[config.mk]
export PLATFORM = sky130hd
export DESIGN_NAME = mem_arbiter
export DESIGN_NICKNAME = d
export VERILOG_FILES = /design/src/rtl/cpu_mem_pkg.sv /design/src/rtl/mem_arbiter.sv
export SDC_FILE = /design/constraint.sdc
export NUM_CORES = 1
export LEC_CHECK = 0
export ABC_AREA = 1
export BUFFER_PORTS_ARGS = -buffer_cell sky130_fd_sc_hd__clkbuf_2
export CAP_MARGIN = 20
export CORE_ASPECT_RATIO = 1.75
export CORE_MARGIN = 3
export CORE_UTILIZATION = 39
export CTS_BUF_LIST = sky130_fd_sc_hd__clkbuf_16
export CTS_CLUSTER_DIAMETER = 40
export DETAILED_ROUTE_END_ITERATION = 7
export PLACE_DENSITY_LB_ADDON = 0.08
export SYNTH_ARGS = -nofsm -noshare
export SYNTH_HDL_FRONTEND = slang
export SYNTH_SLANG_ARGS = --single-unit
[constraint.sdc]
create_clock -name clk -period 1.5 [get_ports clk]
set_input_delay 0.075 -clock clk [delete_from_list [all_inputs] [get_ports clk]]
set_output_delay 0.075 -clock clk [all_outputs]
set_load 0.02 [all_outputs]
[src/rtl/cpu_mem_pkg.sv]
// rtl/cpu_mem_pkg.sv - shared types and constants for the CPU memory arbiter
package cpu_mem_pkg;

   localparam int BLK_WORDS = 8;
   localparam int BLK_IDX_W = $clog2(BLK_WORDS);

   typedef enum logic [1:0] {
      ST_IDLE  = 2'd0,
      ST_FILL  = 2'd1,
      ST_DRAIN = 2'd2,
      ST_WRITE = 2'd3
   } arb_state_e;

   typedef enum logic {
      OWN_I = 1'b0,
      OWN_D = 1'b1
   } owner_e;

endpackage

[src/rtl/mem_arbiter.sv]
// rtl/mem_arbiter.sv - I/D cache fill and write-through arbiter for the pipelined main memory
module mem_arbiter
   import cpu_mem_pkg::*;
#(
   parameter int BLOCK_WORDS = BLK_WORDS,
   parameter int ADDR_W      = 16,
   parameter int DATA_W      = 16
) (
   input  logic                           clk,
   input  logic                           rst,
   input  logic                           i_req,
   input  logic [ADDR_W-1:0]              i_addr,
   output logic                           i_grant,
   output logic                           i_rvalid,
   output logic                           i_done,
   input  logic                           d_req,
   input  logic                           d_wr,
   input  logic [ADDR_W-1:0]              d_addr,
   input  logic [DATA_W-1:0]              d_wdata,
   output logic                           d_grant,
   output logic                           d_rvalid,
   output logic                           d_done,
   output logic [$clog2(BLOCK_WORDS)-1:0] rword,
   output logic [DATA_W-1:0]              rdata,
   output logic                           mem_en,
   output logic                           mem_wr,
   output logic [ADDR_W-1:0]              mem_addr,
   output logic [DATA_W-1:0]              mem_wdata,
   input  logic [DATA_W-1:0]              mem_rdata,
   input  logic                           mem_rvalid
);

   localparam int IDX_W = $clog2(BLOCK_WORDS);
   localparam int CNT_W = IDX_W + 1;
   localparam logic [ADDR_W-1:0] ALIGN_MASK = ~ADDR_W'(2 * BLOCK_WORDS - 1);

   arb_state_e        state_q;
   owner_e            owner_q;
   owner_e            last_q;
   logic [ADDR_W-1:0] base_q;
   logic [ADDR_W-1:0] mem_addr_q;
   logic [DATA_W-1:0] mem_wdata_q;
   logic [CNT_W-1:0]  issue_cnt_q;
   logic [IDX_W-1:0]  recv_cnt_q;
   logic              i_grant_q;
   logic              d_grant_q;
   logic              mem_en_q;
   logic              mem_wr_q;
   logic              wr_done_q;

   logic              ret_valid;
   logic              ret_last;
   logic              pick_i;
   logic [ADDR_W-1:0] i_base;
   logic [ADDR_W-1:0] d_base;
   logic [ADDR_W-1:0] issue_addr_d;

   always_comb begin
      ret_valid    = mem_rvalid && (state_q == ST_FILL || state_q == ST_DRAIN);
      ret_last     = ret_valid && (recv_cnt_q == IDX_W'(BLOCK_WORDS - 1));
      // Round-robin: I wins a tie only when D owned the memory last.
      pick_i       = i_req && (!d_req || last_q == OWN_D);
      i_base       = i_addr & ALIGN_MASK;
      d_base       = d_addr & ALIGN_MASK;
      issue_addr_d = base_q + ADDR_W'({issue_cnt_q, 1'b0});
   end

   always_ff @(posedge clk) begin
      if (rst) begin
         state_q     <= ST_IDLE;
         owner_q     <= OWN_I;
         last_q      <= OWN_D;
         base_q      <= '0;
         issue_cnt_q <= '0;
         recv_cnt_q  <= '0;
         i_grant_q   <= 1'b0;
         d_grant_q   <= 1'b0;
         mem_en_q    <= 1'b0;
         mem_wr_q    <= 1'b0;
         mem_addr_q  <= '0;
         mem_wdata_q <= '0;
         wr_done_q   <= 1'b0;
      end else begin
         case (state_q)
            ST_IDLE: begin
               if (pick_i) begin
                  owner_q     <= OWN_I;
                  last_q      <= OWN_I;
                  i_grant_q   <= 1'b1;
                  state_q     <= ST_FILL;
                  base_q      <= i_base;
                  mem_en_q    <= 1'b1;
                  mem_addr_q  <= i_base;
                  issue_cnt_q <= CNT_W'(1);
                  recv_cnt_q  <= '0;
               end else if (d_req) begin
                  owner_q   <= OWN_D;
                  last_q    <= OWN_D;
                  d_grant_q <= 1'b1;
                  mem_en_q  <= 1'b1;
                  if (d_wr) begin
                     state_q     <= ST_WRITE;
                     mem_wr_q    <= 1'b1;
                     mem_addr_q  <= d_addr;
                     mem_wdata_q <= d_wdata;
                     wr_done_q   <= 1'b1;
                  end else begin
                     state_q     <= ST_FILL;
                     base_q      <= d_base;
                     mem_addr_q  <= d_base;
                     issue_cnt_q <= CNT_W'(1);
                     recv_cnt_q  <= '0;
                  end
               end
            end
            ST_FILL: begin
               if (issue_cnt_q == CNT_W'(BLOCK_WORDS)) begin
                  state_q    <= ST_DRAIN;
                  mem_en_q   <= 1'b0;
                  mem_addr_q <= '0;
               end else begin
                  mem_addr_q  <= issue_addr_d;
                  issue_cnt_q <= issue_cnt_q + 1'b1;
               end
               if (ret_valid) begin
                  recv_cnt_q <= recv_cnt_q + 1'b1;
               end
               // Last word can land while still issuing; skip DRAIN entirely then.
               if (ret_last) begin
                  state_q     <= ST_IDLE;
                  i_grant_q   <= 1'b0;
                  d_grant_q   <= 1'b0;
                  mem_en_q    <= 1'b0;
                  mem_addr_q  <= '0;
                  issue_cnt_q <= '0;
                  recv_cnt_q  <= '0;
               end
            end
            ST_DRAIN: begin
               if (ret_valid) begin
                  recv_cnt_q <= recv_cnt_q + 1'b1;
               end
               if (ret_last) begin
                  state_q     <= ST_IDLE;
                  i_grant_q   <= 1'b0;
                  d_grant_q   <= 1'b0;
                  issue_cnt_q <= '0;
                  recv_cnt_q  <= '0;
               end
            end
            ST_WRITE: begin
               state_q     <= ST_IDLE;
               d_grant_q   <= 1'b0;
               mem_en_q    <= 1'b0;
               mem_wr_q    <= 1'b0;
               mem_addr_q  <= '0;
               mem_wdata_q <= '0;
               wr_done_q   <= 1'b0;
            end
            default: begin
               state_q <= ST_IDLE;
            end
         endcase
      end
   end

   assign i_grant   = i_grant_q;
   assign d_grant   = d_grant_q;
   assign i_rvalid  = ret_valid && (owner_q == OWN_I);
   assign d_rvalid  = ret_valid && (owner_q == OWN_D);
   assign i_done    = ret_last && (owner_q == OWN_I);
   assign d_done    = (ret_last && (owner_q == OWN_D)) || wr_done_q;
   assign rword     = ret_valid ? recv_cnt_q : '0;
   assign rdata     = ret_valid ? mem_rdata : '0;
   assign mem_en    = mem_en_q;
   assign mem_wr    = mem_wr_q;
   assign mem_addr  = mem_addr_q;
   assign mem_wdata = mem_wdata_q;

endmodule

==> metrics, run 1 <==
result of the run=complete, but fails checks; failing checks=setup timing; Finish-stage setup viols=50; arrival time of data at the critical path endpoint=1.62 ns; Startpoint Class=flip-flop; number of buffers added on ports=124; number of antenna violations at the first check in global routing=0; Avg WL per Cell=15.3 um; global router's overall resource usage=23.2%; Max stage delay cell, worst path=sky130_fd_sc_hd__dfxtp_2; count of pins over their slew limit=0; nature of the critical path endpoint=output port; most frequently used cell type in the post-synthesis netlist=sky130_fd_sc_hd__nand2_1; achievable frequency=588 MHz; Detailed Routing Iterations Pass 1=5; routed via count=4132; number of synthesized register bits=59; final critical delay including setup and external delays=1.70 ns; number of buffers on the longest clock path=2; largest driver fanout on the critical path=5; overall die width=75.3 um; post-route insts no fill=805; CP dominant cell by count=sky130_fd_sc_hd__buf_6; post-synth top area cell=sky130_fd_sc_hd__dfxtp_1; std cell rows=43; Tightest Pin Transition=0.361 ns; routability cong.=0.826; hold slack final=0.00437 ns; power density over the cells=1910 mW/mm2; vias in the first global route=3848; setup ws final=-0.199 ns; number of buffers created by CTS=9; share of the core filled with cells in the final layout=around 70%; crit-path cells=inv_2 > ha_4 > buf_6 > nand2_8 > clkbuf_16 > nor2_4 > buf_6; sequential cell area in the final layout=0.00119 mm2; share of Yosys cell area claimed by the top area cell type=36.0%; clock tree root buffer cell=sky130_fd_sc_hd__clkbuf_16; mean instance size in the synthesized netlist=6.42 um2; final routed wirelength across all metal layers=12300 um; register clock-pin slew on the reported worst setup and hold paths=0.06 ns; summed instance area of the synthesized netlist=0.00328 mm2; detailed-route DRC error count=0; I/O pin total=129; top cells by area in the synthesized netlist=sky130_fd_sc_hd__dfxtp_1, sky130_fd_sc_hd__nand2_1, sky130_fd_sc_hd__nor2_1, sky130_fd_sc_hd__inv_1, sky130_fd_sc_hd__a21oi_1; delay of the slowest cell on the worst path=0.35 ns; number of synthesized flops with an enable pin=0; post-layout power=around 11 mW; mean number of vias per cell=between 5 and 6; final critical-path share of the clock period=113%; count of H-tree levels built during CTS=3; fin nets=791; sequential-to-total area share from yosys stat=36.0%; static leakage=2.82 nW; number of hold violations in the final report=0; class of the tightest hold or removal check=in2reg; first-pass GRT wire length=17300 um; Final TNS setup=-5.09 ns; CTS sink cnt=between 50 and 60; type of the worst setup path=reg2out; Floorplan Core Area=0.00807 mm2; Slew Limit Headroom=75.7%; clock tree from TritonCTS=built; hpwl dp=7350 um; initial standard-cell utilization of the core=40.6%; setup repair after global routing missed its margin=yes; pin count of the biggest net entering global routing=27; vertical extent of the die=127 um; remaining number of nets flagged by the antenna check after routing=0; Primary FF master, synth=sky130_fd_sc_hd__dfxtp_1; count of synthesis-stage warnings from yosys=0; floorplan die area=0.00958 mm2; dpl cells=744; iteration-0 DRC count of the detailed router=155; synthesized net count=slightly below 600; fraction of synthesis flops using an asynchronous set or reset pin=0%; Filler cells=637; multi-input gate area in the final layout=0.00224 mm2; commonest cells in the netlist=sky130_fd_sc_hd__nand2_1, sky130_fd_sc_hd__nor2_1, sky130_fd_sc_hd__inv_1; total of max-cap violations=0; worst vdd rail ir drop=943 uV; antenna fix cells=0; Setup Skew=0.00609 ns; required time of the critical path=1.42 ns; share of cells above drive strength 1=between 40% and 50%; number of unique standard cell types used by synthesis=29; clock latency on the worst-skew pair=0.33 ns; GRT overflow=0; synthesis-to-layout area growth=77.1%; synthesized netlist cell count=a little over 500
worst paths after layout:
| kind | startpoint | to | slack, ns | cells past startpoint |
|---|---|---|---|---|
| max | state_q[0] | d_rvalid | -0.20 | 7 |
| min | d_wdata[9] | mem_wdata[9] | 0.004 | 3 |
| max reg2reg | state_q[0] | recv_cnt_q[0] | -0.16 | 11 |
| min reg2reg | mem_wdata[11] | mem_wdata[11] | 0.46 | 2 |
cells by family (layout without fill, tap and decap cells):
kind of cell    after synthesis  count (layout)  share of synthesized area, %
xor+xnor                      1               1                         0.267
compound gates               88              90                          15.2
flops                        59              59                          36.0
buf+inv                      94             296                          11.8
fa+ha+maj                    11              11                          4.20
simple gates                258             258                          32.5
sequential cells by signal, summed over array words and instances, names as in the netlist, 2 cells and up:
register     flops
state_q          2
mem_wdata       16
issue_cnt_q      4
recv_cnt_q       3
mem_addr        16
base_q          12
power by group:
group          switching, mW  internal, mW
combinational           3.60          2.83
clock                  0.773          1.45
sequential             0.367          2.10
critical path, delay by kind of cell (launching register included):
kind | cells | cell delay (ns)
buf+inv | 4 | 0.49
flops | 1 | 0.35
fa+ha+maj | 1 | 0.28
simple gates | 2 | 0.17
cell type report:
class / count / area share, %
clock buffer: 9 / 3.88
tap: 90 / 1.94
multi-input combinational: 360 / 38.7
timing repair inverter: 1 / 0.129
inverter: 74 / 5.04
sequential: 59 / 20.4
clock inverter: 7 / 1.59
timing repair buffer: 205 / 28.3
layer usage:
metal	GRT usage (%)	routed length [um]	vias to the layer above
li1	-	-	2035
met1	24.4	4440	1916
met2	43.7	6980	158
met3	5.91	628	23
met4	6.18	243	0
met5	0	0	-
cells in the final DEF (no fill, tap or decap), types with 5 or more instances in the layout:
cell type                         n
sky130_fd_sc_hd__nand3_2          8
sky130_fd_sc_hd__nand3b_1         5
sky130_fd_sc_hd__dfxtp_1         55
sky130_fd_sc_hd__nand2_1        109
sky130_fd_sc_hd__dlygate4sd3_1   18
sky130_fd_sc_hd__o21ai_0         18
sky130_fd_sc_hd__a21oi_1         32
sky130_fd_sc_hd__clkbuf_16       12
sky130_fd_sc_hd__ha_1             5
sky130_fd_sc_hd__ha_4             5
sky130_fd_sc_hd__a211oi_1         7
sky130_fd_sc_hd__buf_6           24
sky130_fd_sc_hd__nand2_4          7
sky130_fd_sc_hd__nor2_2          10
sky130_fd_sc_hd__o21ai_1          7
sky130_fd_sc_hd__nand2_2         14
sky130_fd_sc_hd__nor2_4          23
sky130_fd_sc_hd__clkbuf_2       101
sky130_fd_sc_hd__a21oi_2          8
sky130_fd_sc_hd__buf_8           11
sky130_fd_sc_hd__inv_1           68
sky130_fd_sc_hd__buf_4           40
sky130_fd_sc_hd__nand3_1         27
sky130_fd_sc_hd__nor2_1          46
metrics by stage:
step	worst slack (ns)	instance area (um2)
floorplan	0.00977	3310
finish	-0.199	5810
global placement	-0.0381	4230
CTS	-0.151	5080
global route	-0.255	5810
detailed placement	-0.0738	4230
timing repair:
action                                  4_1_cts  5_1_grt
resized for setup                            75      153
gates cloned                                  5        6
endpoints found under the setup margin       60       79
endpoints found under the hold margin        18        0
pin swaps                                     9       44
buffers inserted                              2       17
hold buffers                                 18        0
(Power assumes the default switching activity.)
==> run 2: changes to the inputs <==
Settings changed: CORE_MARGIN 3 to 2.
==> metrics, run 2 (synthesized netlist as in run 1, its figures left out) <==
result of the run=complete, but fails checks; failing checks=setup timing; detailed-route DRC error count=0 (unchanged); cell internal pwr=5.62 mW (-12%); final critical-path share of the clock period=110% (-3.4 points); mean number of vias per cell=5.00 (-2.5%); Sw Share=44.0% (+1.4 points); Startpoint Class=flip-flop; fin nets=781 (-1.3%); share of the core filled with cells in the final layout=66.1% (-5.8 points); Avg WL per Cell=13.6 um (-11%); required time of the critical path=1.42 ns (about the same); CTS sink cnt=59 (unchanged); reg2reg start=state_q[0]; static leakage=2.67 nW (-5.6%); number of buffers on the longest clock path=2 (unchanged); overall die width=73.3 um (-2.7%); arrival time of data at the critical path endpoint=1.57 ns (-0.05 ns); number of antenna violations at the first check in global routing=0 (unchanged); P_sw=4.42 mW (-6.7%); hold slack final=0.0610 ns (+0.0566 ns); antenna fix cells=0 (unchanged); initial standard-cell utilization of the core=39.7% (-0.92 points); number of hold violations in the final report=0 (unchanged); total of max-cap violations=0 (unchanged); most used cells in the layout excluding fill and tap cells=sky130_fd_sc_hd__nand2_1, sky130_fd_sc_hd__clkbuf_2, sky130_fd_sc_hd__inv_1; first-pass GRT wire length=16200 um (-6.6%); clock share of power=18.5% (-1.5 points); clock latency on the worst-skew pair=0.33 ns (about the same); nature of the critical path endpoint=output port; type of the worst setup path=reg2out; final routed wirelength across all metal layers=10900 um (-12%); setup repair after global routing missed its margin=yes; vias in the first global route=3717 (-3.4%); clock tree from TritonCTS=built; Slew Limit Headroom=62.6% (-13 points); I/O pin total=129 (unchanged); remaining number of nets flagged by the antenna check after routing=0 (unchanged); Detailed Routing Iterations Pass 1=4 (-1); class of the tightest hold or removal check=in2reg; Finish-stage setup viols=35 (-30%); worst reg-to-reg path cell count=11 (unchanged); Hold Path Origin=d_addr[3]; power density over the cells=1840 mW/mm2 (-3.8%); hpwl dp=7240 um (-1.5%); routed via count=3988 (-3.5%); GRT overflow=0 (unchanged); hold endpoint=mem_addr[3]; pin count of the biggest net entering global routing=41 (+52%); worst vdd rail ir drop=938 uV (-0.58%); global router's overall resource usage=22.2% (-1.1 points); floorplan die area=0.00918 mm2 (-4.2%); Floorplan Core Area=0.00826 mm2 (+2.3%); internal reg-to-reg setup slack=-0.11 ns (+0.05 ns); count of pins over their slew limit=0 (unchanged); GR met1 Demand/Resource=22.5% (-1.9 points); register clock-pin slew on the reported worst setup and hold paths=0.05 ns (about the same); clock tree root buffer cell=sky130_fd_sc_hd__clkbuf_16; synthesis-to-layout area growth=66.5%; Tightest Pin Transition=0.561 ns (+0.200 ns); met2 Usage GRT=41.9% (-1.8 points); share of cells above drive strength 1=41.8% (-0.67 points); number of buffers created by CTS=9 (unchanged); met3 capacity usage during global routing=4.75% (-1.2 points); number of buffers added on ports=124 (unchanged); Setup Skew=0.00473 ns (-0.00136 ns); commonest non-fill, non-tap cell in the layout=sky130_fd_sc_hd__nand2_1; vertical extent of the die=125 um (-1.6%); setup ws final=-0.148 ns (+0.0517 ns); Reg2Reg Capture Point=recv_cnt_q[2]; routability cong.=0.877 (+6.1%); dpl cells=746 (+0.27%); post-route insts no fill=797 (-0.99%); share of power burned in combinational logic=56.8% (-1.0 points); largest driver fanout on the critical path=11 (+6); Most Crowded Layer GR=met2; count of H-tree levels built during CTS=3 (unchanged); std cell rows=44 (+2.3%); worst hold stages=5 (+2); iteration-0 DRC count of the detailed router=188 (+21%); achievable frequency=607 MHz (+3.1%); Reg power frac=24.6% (+2.4 points); final critical delay including setup and external delays=1.65 ns (-0.0517 ns)
[run 2: layout make-up]
class / instances / area (um2)
Multi-Input combinational cell: 360 / 2170
Clock buffer: 9 / 225
Tap cell: 92 / 115
Timing Repair inverter: 1 / 8.76
Clock inverter: 7 / 45.0
Timing Repair Buffer: 195 / 1420
Fill cell: 700 / 2800
Inverter: 74 / 290
Sequential cell: 59 / 1190
[run 2: how the worst max path moves through the flow]
stage             startpoint              to  cells past startpoint
2_1_floorplan     state_q[0]    mem_addr[11]                     10
4_1_cts           state_q[0]          d_done                      6
6_report          state_q[0]       rdata[11]                      7
5_1_grt           state_q[0]        rdata[6]                      7
3_3_place_gp   recv_cnt_q[0]    mem_addr[12]                     10
3_5_place_dp      state_q[1]  issue_cnt_q[2]                      9
[run 2: layer usage]
metal  vias up  wire length (um)
li1       2000                 -
met1      1820              3960
met2       141              6030
met3        27               565
met4         0               323
met5         -                 0
[run 2: power by group through the flow]
stage	Combinational [mW]	Clock [mW]	Sequential (mW)
floorplan	2.33	0	2.82
global placement	4.21	0	2.45
detailed placement	4.24	0	2.46
CTS	4.71	1.89	2.44
global route	6.19	1.97	2.54
finish	5.71	1.86	2.47
[run 2: through the flow]
step	total power, mW	instance area [um2]	TNS, ns	setup slack [ns]
floorplan	5.15	3310	0	0.00977
global placement	6.66	4260	-0.289	-0.0504
detailed placement	6.70	4260	-0.788	-0.0803
CTS	9.03	4950	-3.00	-0.134
global route	10.7	5460	-5.60	-0.189
finish	10.0	5460	-3.18	-0.148
[run 2: timing repair]
item	CTS	global route
gates resized for setup	53	145
cloned	1	5
setup buffers	6	5
pin swaps	7	39
setup endpoints to repair	62	72
hold buffers	19	0
endpoints found under the hold margin	19	0
[run 2: critical path, stage by stage (launching register included)]
cell,delay [ns]
sky130_fd_sc_hd__dfxtp_2,0.33
sky130_fd_sc_hd__inv_2,0.05
sky130_fd_sc_hd__ha_4,0.28
sky130_fd_sc_hd__buf_6,0.10
sky130_fd_sc_hd__nand2_4,0.07
sky130_fd_sc_hd__buf_12,0.16
sky130_fd_sc_hd__nor2_1,0.09
sky130_fd_sc_hd__buf_4,0.15
